$ cat config.mk
export PLATFORM = sky130hd
export DESIGN_NAME = defuse_sweep_ctrl
export DESIGN_NICKNAME = d
export VERILOG_FILES = /design/src/rtl/defuse_sweep_ctrl.sv
export SDC_FILE = /design/constraint.sdc
export NUM_CORES = 1
export LEC_CHECK = 0
export CELL_PAD_IN_SITES_DETAIL_PLACEMENT = 1
export CELL_PAD_IN_SITES_GLOBAL_PLACEMENT = 2
export CORE_UTILIZATION = 33
export DETAILED_ROUTE_END_ITERATION = 16
export PLACE_DENSITY_LB_ADDON = 0.1
export SLEW_MARGIN = 30
export SYNTH_ARGS = -nofsm -noshare
export SYNTH_HDL_FRONTEND = slang
export SYNTH_SLANG_ARGS = --single-unit
export TNS_END_PERCENT = 20
$ cat constraint.sdc
create_clock -name clk -period 5 [get_ports clk]
set_clock_uncertainty 0.1 [all_clocks]
set_input_delay 1.5 -clock clk [delete_from_list [all_inputs] [get_ports clk]]
set_output_delay 1.5 -clock clk [all_outputs]
set_load 0.05 [all_outputs]
$ cat src/rtl/defuse_sweep_ctrl.sv
// defuse_sweep_ctrl: reveal sequencer for one click on the minefield.
// Probes the clicked cell, then walks its row left and right, issuing one
// registered write strobe per defused cell.
// Build option: define DEFUSE_VERTICAL_SWEEP_EN to follow the row walk with
// an up/down walk along the clicked column (port list unchanged).
//
// state     | meaning
// ----------+------------------------------------------------------------
// S_IDLE    | waiting for a valid click
// S_CHECK   | probe clicked cell; mine ends the sweep with hit_mine
// S_SWEEP_L | walk row leftwards from x0-1 until a mine or column 0
// S_SWEEP_R | walk row rightwards from x0+1 until a mine or column N-1
// S_SWEEP_U | (vertical build) walk column upwards from y0-1
// S_SWEEP_D | (vertical build) walk column downwards from y0+1
// S_DONE    | one-cycle done pulse, then back to idle
module defuse_sweep_ctrl #(
    parameter int MAX_N = 16,
    parameter int CNT_W = 9
) (
    input  logic                      clk,
    input  logic                      rst,
    input  logic [1:0]                level,
    input  logic                      new_game,
    input  logic                      click_req,
    input  logic [$clog2(MAX_N):0]    click_x,
    input  logic [$clog2(MAX_N):0]    click_y,
    output logic [$clog2(MAX_N):0]    mine_rd_x,
    output logic [$clog2(MAX_N):0]    mine_rd_y,
    input  logic                      mine_bit,
    output logic                      wr_en,
    output logic [$clog2(MAX_N):0]    wr_x,
    output logic [$clog2(MAX_N):0]    wr_y,
    output logic                      busy,
    output logic                      done,
    output logic                      hit_mine,
    output logic [CNT_W-1:0]          cells_defused
);
    localparam int CW = $clog2(MAX_N) + 1;
    localparam logic [CW-1:0] ONE = CW'(1);

    typedef enum logic [2:0] {
        S_IDLE, S_CHECK, S_SWEEP_L, S_SWEEP_R, S_SWEEP_U, S_SWEEP_D, S_DONE
    } state_t;

    state_t          state_q, state_d;
    logic [CW-1:0]   x0_q, x0_d, y0_q, y0_d, cur_q, cur_d;
    logic [1:0]      lvl_q, lvl_d;
    logic            hit_q, hit_d;
    logic            wr_en_q;
    logic [CW-1:0]   wr_x_q, wr_y_q;
    logic [CNT_W-1:0] cnt_q;

    logic            sch_en;
    logic [CW-1:0]   sch_x, sch_y;
    logic [CW-1:0]   n_cur, nm1, n_req;
    logic            abort;
    state_t          hend_state;
    logic [CW-1:0]   hend_cur;

    function automatic logic [CW-1:0] n_of(input logic [1:0] lvl);
        case (lvl)
            2'd1:    n_of = CW'(8);
            2'd2:    n_of = CW'(10);
            2'd3:    n_of = CW'(16);
            default: n_of = '0;
        endcase
    endfunction

    // Board size follows the level latched at acceptance; a level change mid-sweep aborts.
    assign n_cur = n_of(lvl_q);
    assign nm1   = n_cur - ONE;
    assign n_req = n_of(level);
    assign abort = (state_q != S_IDLE) && (new_game || (level != lvl_q));

`ifdef DEFUSE_VERTICAL_SWEEP_EN
    // End of the row walk hands over to the column walk, skipping up when already at row 0.
    always_comb begin
        if (y0_q == '0) begin
            hend_state = S_SWEEP_D;
            hend_cur   = y0_q + ONE;
        end else begin
            hend_state = S_SWEEP_U;
            hend_cur   = y0_q - ONE;
        end
    end
`else
    // End of the row walk finishes the sweep.
    assign hend_state = S_DONE;
    assign hend_cur   = cur_q;
`endif

    // Next-state, probe address, write scheduling and done/hit pulses.
    always_comb begin
        state_d   = state_q;
        x0_d      = x0_q;
        y0_d      = y0_q;
        cur_d     = cur_q;
        lvl_d     = lvl_q;
        hit_d     = hit_q;
        sch_en    = 1'b0;
        sch_x     = '0;
        sch_y     = '0;
        mine_rd_x = '0;
        mine_rd_y = '0;
        done      = 1'b0;
        case (state_q)
            S_IDLE: begin
                hit_d = 1'b0;
                if (click_req && (level != 2'd0) &&
                    (click_x != '0) && (click_x <= n_req) &&
                    (click_y != '0) && (click_y <= n_req)) begin
                    x0_d    = click_x - ONE;
                    y0_d    = click_y - ONE;
                    lvl_d   = level;
                    state_d = S_CHECK;
                end
            end
            S_CHECK: begin
                mine_rd_x = x0_q;
                mine_rd_y = y0_q;
                if (mine_bit) begin
                    hit_d   = 1'b1;
                    state_d = S_DONE;
                end else begin
                    sch_en = 1'b1;
                    sch_x  = x0_q;
                    sch_y  = y0_q;
                    if (x0_q == '0) begin
                        cur_d   = x0_q + ONE;
                        state_d = S_SWEEP_R;
                    end else begin
                        cur_d   = x0_q - ONE;
                        state_d = S_SWEEP_L;
                    end
                end
            end
            S_SWEEP_L: begin
                mine_rd_x = cur_q;
                mine_rd_y = y0_q;
                if (mine_bit) begin
                    cur_d   = x0_q + ONE;
                    state_d = S_SWEEP_R;
                end else begin
                    sch_en = 1'b1;
                    sch_x  = cur_q;
                    sch_y  = y0_q;
                    if (cur_q == '0) begin
                        cur_d   = x0_q + ONE;
                        state_d = S_SWEEP_R;
                    end else begin
                        cur_d = cur_q - ONE;
                    end
                end
            end
            S_SWEEP_R: begin
                // Clicked at the right edge: nothing to the right, no probe.
                if (cur_q > nm1) begin
                    state_d = hend_state;
                    cur_d   = hend_cur;
                end else begin
                    mine_rd_x = cur_q;
                    mine_rd_y = y0_q;
                    if (mine_bit) begin
                        state_d = hend_state;
                        cur_d   = hend_cur;
                    end else begin
                        sch_en = 1'b1;
                        sch_x  = cur_q;
                        sch_y  = y0_q;
                        if (cur_q == nm1) begin
                            state_d = hend_state;
                            cur_d   = hend_cur;
                        end else begin
                            cur_d = cur_q + ONE;
                        end
                    end
                end
            end
`ifdef DEFUSE_VERTICAL_SWEEP_EN
            S_SWEEP_U: begin
                mine_rd_x = x0_q;
                mine_rd_y = cur_q;
                if (mine_bit) begin
                    cur_d   = y0_q + ONE;
                    state_d = S_SWEEP_D;
                end else begin
                    sch_en = 1'b1;
                    sch_x  = x0_q;
                    sch_y  = cur_q;
                    if (cur_q == '0) begin
                        cur_d   = y0_q + ONE;
                        state_d = S_SWEEP_D;
                    end else begin
                        cur_d = cur_q - ONE;
                    end
                end
            end
            S_SWEEP_D: begin
                if (cur_q > nm1) begin
                    state_d = S_DONE;
                end else begin
                    mine_rd_x = x0_q;
                    mine_rd_y = cur_q;
                    if (mine_bit) begin
                        state_d = S_DONE;
                    end else begin
                        sch_en = 1'b1;
                        sch_x  = x0_q;
                        sch_y  = cur_q;
                        if (cur_q == nm1) state_d = S_DONE;
                        else              cur_d   = cur_q + ONE;
                    end
                end
            end
`endif
            S_DONE: begin
                done    = 1'b1;
                state_d = S_IDLE;
            end
            default: state_d = S_IDLE;
        endcase
        // Abort drops the sweep silently; a write already registered still goes out.
        if (abort) begin
            state_d = S_IDLE;
            sch_en  = 1'b0;
            sch_x   = '0;
            sch_y   = '0;
            done    = 1'b0;
        end
    end

    assign hit_mine      = done & hit_q;
    assign busy          = (state_q != S_IDLE);
    assign wr_en         = wr_en_q;
    assign wr_x          = wr_x_q;
    assign wr_y          = wr_y_q;
    assign cells_defused = cnt_q;

    // State, latched click context and one-cycle-delayed write strobe.
    always_ff @(posedge clk) begin
        if (rst) begin
            state_q <= S_IDLE;
            x0_q    <= '0;
            y0_q    <= '0;
            cur_q   <= '0;
            lvl_q   <= 2'd0;
            hit_q   <= 1'b0;
            wr_en_q <= 1'b0;
            wr_x_q  <= '0;
            wr_y_q  <= '0;
        end else begin
            state_q <= state_d;
            x0_q    <= x0_d;
            y0_q    <= y0_d;
            cur_q   <= cur_d;
            lvl_q   <= lvl_d;
            hit_q   <= hit_d;
            wr_en_q <= sch_en;
            wr_x_q  <= sch_x;
            wr_y_q  <= sch_y;
        end
    end

    // Saturating count of issued writes; new_game clears and wins over an increment.
    always_ff @(posedge clk) begin
        if (rst || new_game)               cnt_q <= '0;
        else if (wr_en_q && (cnt_q != '1)) cnt_q <= cnt_q + CNT_W'(1);
    end
endmodule

# Word level (Yosys, flattened, before mapping)
# Index checks and enable logic that the tools add are counted.
# Widths: inputs -> output; s select.
# word_totals
register_bits	41
in_bits	17
output_inout_bits	33
word_cells	104
# classes
n_addsub	8
order_cmp	3
n_eq_ne	21
mux	37
bitwise	1
n_reduce_logical	24
# op_table
op	count
$pmux 5 s3	5
$mux 5	14
$sub 5x1->5 const B	5
$mux 3	7
$pmux 5 s2	2
$ne 2x2->1 const B	6
$pmux 3 s4	1
$add 5x1->5 const B	2
$le 5x5->1	2
$logic_not 5->1	2
$reduce_bool 5->1	2
$add 9x1->9 const B	1
$ne 9x9->1 const B	1
$eq 2x2->1 const B	4
$logic_and 1x1->1	7
$eq 3x2->1 const B	2
$mux 1	6
$reduce_bool 3->1	2
$eq 5x5->1	1
$gt 5x5->1	1
$reduce_and 5->1	1
$eq 2x1->1 const B	2
$ne 4x4->1 const B	1
$pmux 1 s2	2
other kinds (11)	15

# Depth between registers and ports, before layout
# Gate-level depths: netlist of the first run.
# depth
depth_word	8
depth_mapped	10
depth_no_buf	9

# Least setup slack after synthesis of the first run
# No wires, ideal clock.
# synth_path
path_type	input to output
from	in level[1]
to	out hit_mine
t_arrival_ns	2.915
path_slack_ns	0.485
cell_stages	4
path_buffers	0
cell_sequence	xor2_1 > nor3_1 > and4b_1 > and2_1
# synth_between
elab_chain_len	5
# synth_lines
item	line_no	rtl
start, declared	22	input logic [1:0] level,
$ne 2x2->1	73	assign abort = (state_q != S_IDLE) && (new_game || (level != lvl_q));
$logic_or 1x1->1	73	
$logic_and 1x1->1	73	
$mux 1	223	if (abort) begin
named net done	34	output logic done,
$and 1x1->1	232	assign hit_mine = done & hit_q;
end, declared	35	output logic hit_mine,
# The timed path passes the listed nets, and every way through them passes these cells.

# Worst setup path after layout of the first run
# layout_path
from	reg lvl_q[0]
to	out mine_rd_x[4]
# layout_between
elab_chain_len	6
# layout_lines
item	line_no	rtl
start, declared	47	logic [1:0] lvl_q, lvl_d;
start signal, assigned	256	lvl_q <= lvl_d;
$eq 2x2->1 or $eq 2x1->1 (tied branches)	61	case (lvl)
$pmux 5 s3 *	61	
$sub 5x1->5 *	71	assign nm1 = n_cur - ONE;
$gt 5x5->1 *	157	if (cur_q > nm1) begin
$mux 5 *	157	
$pmux 5 s3 *	106	case (state_q)
end, declared	27	output logic [$clog2(MAX_N):0] mine_rd_x,
# Mark *: on every way between the ends. The rest lies on a longest branch, timed or not.

==> results by group, run 1 <==
Timing
  • Pins over their slew limit: 0
  • Post-Route Hold Slack: 0.3887 ns
  • Slew HR: 53.48%
  • Setup ws final: 0.1966 ns
  • Min cycle time layout: 4.803 ns
  • Fin crit share: 96.07%
  • RSZ-0062 raised after global routing: false
  • Final setup TNS: 0 ns
  • Final Hold Vio Count: 0
  • Actual slew at the worst max-slew pin: 0.6963 ns
  • Finish-stage setup viols: 0
  • Max Fclk: 0.2082 GHz

Power
  • Sequential power share: 35.3%
  • Clock Power Share: 23.5%
  • Combinational share of power: 41.2%
  • Sw Share: 41.36%
  • Max IR drop VDD: 0.0001774 V
  • Cell internal pwr: 709.1 uW
  • LEAKAGE: 1.274 nW
  • NetSw: 500.1 uW
  • Power Dens Cells: 360.5 mW/mm^2
  • Overall power: 1.209 mW

Placement
  • Post-place setup slack: 0.3175 ns
  • Port Buffers: 49
  • Post-DP HPWL: 5.404 mm
  • Routability cong.: 0.7651

Synthesis
  • Post-synth net total: 343
  • Mean area per synthesized cell: 8.608 sq um
  • Post-synth top flop: dfxtp_1
  • Async S/R FF share, synth: 0%
  • Cell area after synthesis: 0.002643 sq mm
  • Register area share after synthesis: 31.06%
  • Synth warnings: 0
  • Synth Register Bits: 41
  • EDFF count, synth: 0
  • Synth cell types: 59
  • Cells after Synth: 307

GRT
  • GRT Util Overall: 17.66%
  • Initial antenna violation count: 0
  • Total grt overflow: 0
  • Largest net degree at the start of global routing: 20
  • Number of global-route vias before repair: 2381
  • First-pass GRT wire length: 11.80 mm

Critical path
  • Worst setup SP type: register
  • Worst setup EP type: output port
  • Critical path type: register to output port
  • Combined buffer and inverter count along the critical path: 2
  • Critical Path RT: 3.40 ns
  • Worst-case reg-to-reg path depth: 7
  • CP Max Fanout: 5
  • CP Cell Sequence: or2_2, ha_1, nand2_1, o31ai_2, o211ai_1, a32oi_1, inv_1, clkdlybuf4s50_1
  • Max incr delay on CP: 0.70 ns
  • CP Depth: 8
  • CP Data Arrival Time: 3.20 ns
  • Slowest cell on crit path: clkdlybuf4s50_1
  • Kind of cell adding the most delay to the critical path: compound AO/OA/AOI/OAI gates

Final layout
  • Most frequent cells in the layout: clkdlybuf4s50_1, dfxtp_1, a21oi_1
  • Layout cells sized above 1: 9.632%
  • Area Overhead vs Synth: 26.94%
  • Sequential Area: 820.8 sq um
  • ANT cells: 0
  • Commonest non-fill, non-tap cell in the layout: clkdlybuf4s50_1
  • Area occupied by multi-input gates: 0.001659 sq mm
  • Nets: 388
  • Filler Cell Count: 930

Clocking
  • CTS Buffer Depth: 2
  • Post_cts resized: 0
  • Clk_lat worst skew: 0.30 ns
  • Clock Sinks: 41
  • Max H-tree Level: 2
  • Inserted Clock Buffers: 5
  • Cts hold-fix bufs: 0
  • Root buf cell: clkbuf_8
  • CTS clk-pin slew, worst paths: 0.08 ns
  • Postcts setup bufs: 0
  • CTS tree: done

Floorplanning
  • Chip width: 91.49 um
  • Die area: 0.008370 sq mm
  • Core footprint: 0.007727 sq mm
  • Die H: 91.49 um
  • Rows: 32
  • Initial core utilization: 34.20%
  • IO Count: 50

Routing
  • DR pass1 iterations: 4
  • Final wirelength: 7.008 mm
  • Via/cell ratio: 5.233
  • Post-route ant nets: 0
  • WL per Instance: 15.40 um
  • Vias: 2381
  • DR iter-0 viols: 67
  • DRC viols: 0

Status
  • Status: finished, final reports clean

Flow run
  • Max Cap Viol: 0

Worst hold path
  • Hold Path Stages: 1
  • Classification of the worst-slack hold path: register to register
## cell families after synthesis
logic type | count (synthesis) | synth area share, %
flops | 41 | 31.06
simple gates | 103 | 22.25
fa+ha+maj | 19 | 8.996
mux | 4 | 1.515
compound gates | 79 | 22.40
xor+xnor | 23 | 7.623
buf+inv | 38 | 6.155
## routing by layer
| layer | track usage [%] | share of wire [%] |
|---|---|---|
| met3 | 3.015 | 3.6 |
| met5 | 0 | 0 |
| met2 | 32.27 | 50 |
| met4 | 4.497 | 1.2 |
| met1 | 21.16 | 45 |
## cell usage after synthesis, types with 2 or more instances
| cell type | instances | share of area [%] |
|---|---|---|
| o211ai_1 | 3 | 0.85 |
| o21bai_1 | 2 | 0.57 |
| o21ai_1 | 3 | 0.57 |
| a211oi_2 | 7 | 3.3 |
| nand2_1 | 11 | 1.6 |
| nor3_1 | 9 | 1.7 |
| xor2_1 | 13 | 4.3 |
| or2_2 | 2 | 0.47 |
| and3_1 | 2 | 0.47 |
| a32oi_1 | 5 | 1.7 |
| o21ai_0 | 8 | 1.5 |
| a21oi_2 | 3 | 0.99 |
| clkbuf_1 | 8 | 1.1 |
| or3_1 | 4 | 0.95 |
| nand4_1 | 4 | 0.95 |
| a211oi_1 | 4 | 1.1 |
| o22ai_1 | 3 | 0.71 |
| nand2b_1 | 4 | 0.95 |
| ha_1 | 19 | 9.0 |
| buf_2 | 4 | 0.76 |
| mux2i_1 | 4 | 1.5 |
| xnor2_1 | 10 | 3.3 |
| or4_1 | 2 | 0.57 |
| a21oi_1 | 25 | 4.7 |
| dfxtp_1 | 41 | 31 |
| nand3_1 | 10 | 1.9 |
| and2_1 | 14 | 3.3 |
| nor2b_1 | 7 | 1.7 |
| nor2_1 | 20 | 2.8 |
| nor3b_1 | 6 | 1.7 |
| inv_1 | 22 | 3.1 |
## final cells by class
cell class / instances / share of cell area, %
Clock buffer: 6 / 2.462
Sequential cell: 41 / 24.47
Clock inverter: 2 / 1.119
Tap cell: 102 / 3.805
Inverter: 23 / 2.574
Multi-Input combinational cell: 228 / 49.46
Timing Repair Buffer: 53 / 16.11
## path summary, 6_finish.rpt
kind	start	slack [ns]	to
min reg2reg	y0_q[1]	0.39	wr_y[1]
min	y0_q[1]	0.39	wr_y[1]
max reg2reg	lvl_q[0]	2.53	cur_q[0]
max	lvl_q[0]	0.20	mine_rd_x[4]
## registers in the layout, indices dropped and copies added, names as in the netlist
name and count:
state_q 3, x0_q 5, cur_q 5, wr_en 1, hit_q 1, wr_x 5, wr_y 5, lvl_q 2
y0_q 5, cells_defused 9
## per-stage QoR
stage          cells  cell area (sq um)  utilization, %
3_5_place_dp     447               3234           41.86
6_report         455               3354           43.41
5_1_grt          455               3354           43.41
2_1_floorplan    307               2643               -
3_3_place_gp     447               3234           41.86
4_1_cts          455               3354           43.41
## power by group through the flow
stage / logic [mW] / clock network (mW) / registers [mW]
5_1_grt: 0.551 / 0.309 / 0.433
3_5_place_dp: 0.497 / 0 / 0.433
6_report: 0.498 / 0.285 / 0.427
3_3_place_gp: 0.497 / 0 / 0.434
4_1_cts: 0.503 / 0.294 / 0.426
2_1_floorplan: 0.391 / 0 / 0.395
(Power assumes the default switching activity.)
==> run 2: changes to the inputs <==
--- a/config.mk
+++ b/config.mk
@@ -10,7 +10,7 @@
 export CORE_UTILIZATION = 33
 export DETAILED_ROUTE_END_ITERATION = 16
 export PLACE_DENSITY_LB_ADDON = 0.1
-export SLEW_MARGIN = 30
+export SLEW_MARGIN = 5
 export SYNTH_ARGS = -nofsm -noshare
 export SYNTH_HDL_FRONTEND = slang
 export SYNTH_SLANG_ARGS = --single-unit
==> results of run 2 <==
Same layout as run 1: the final DEF is identical, and so are final timing and power.
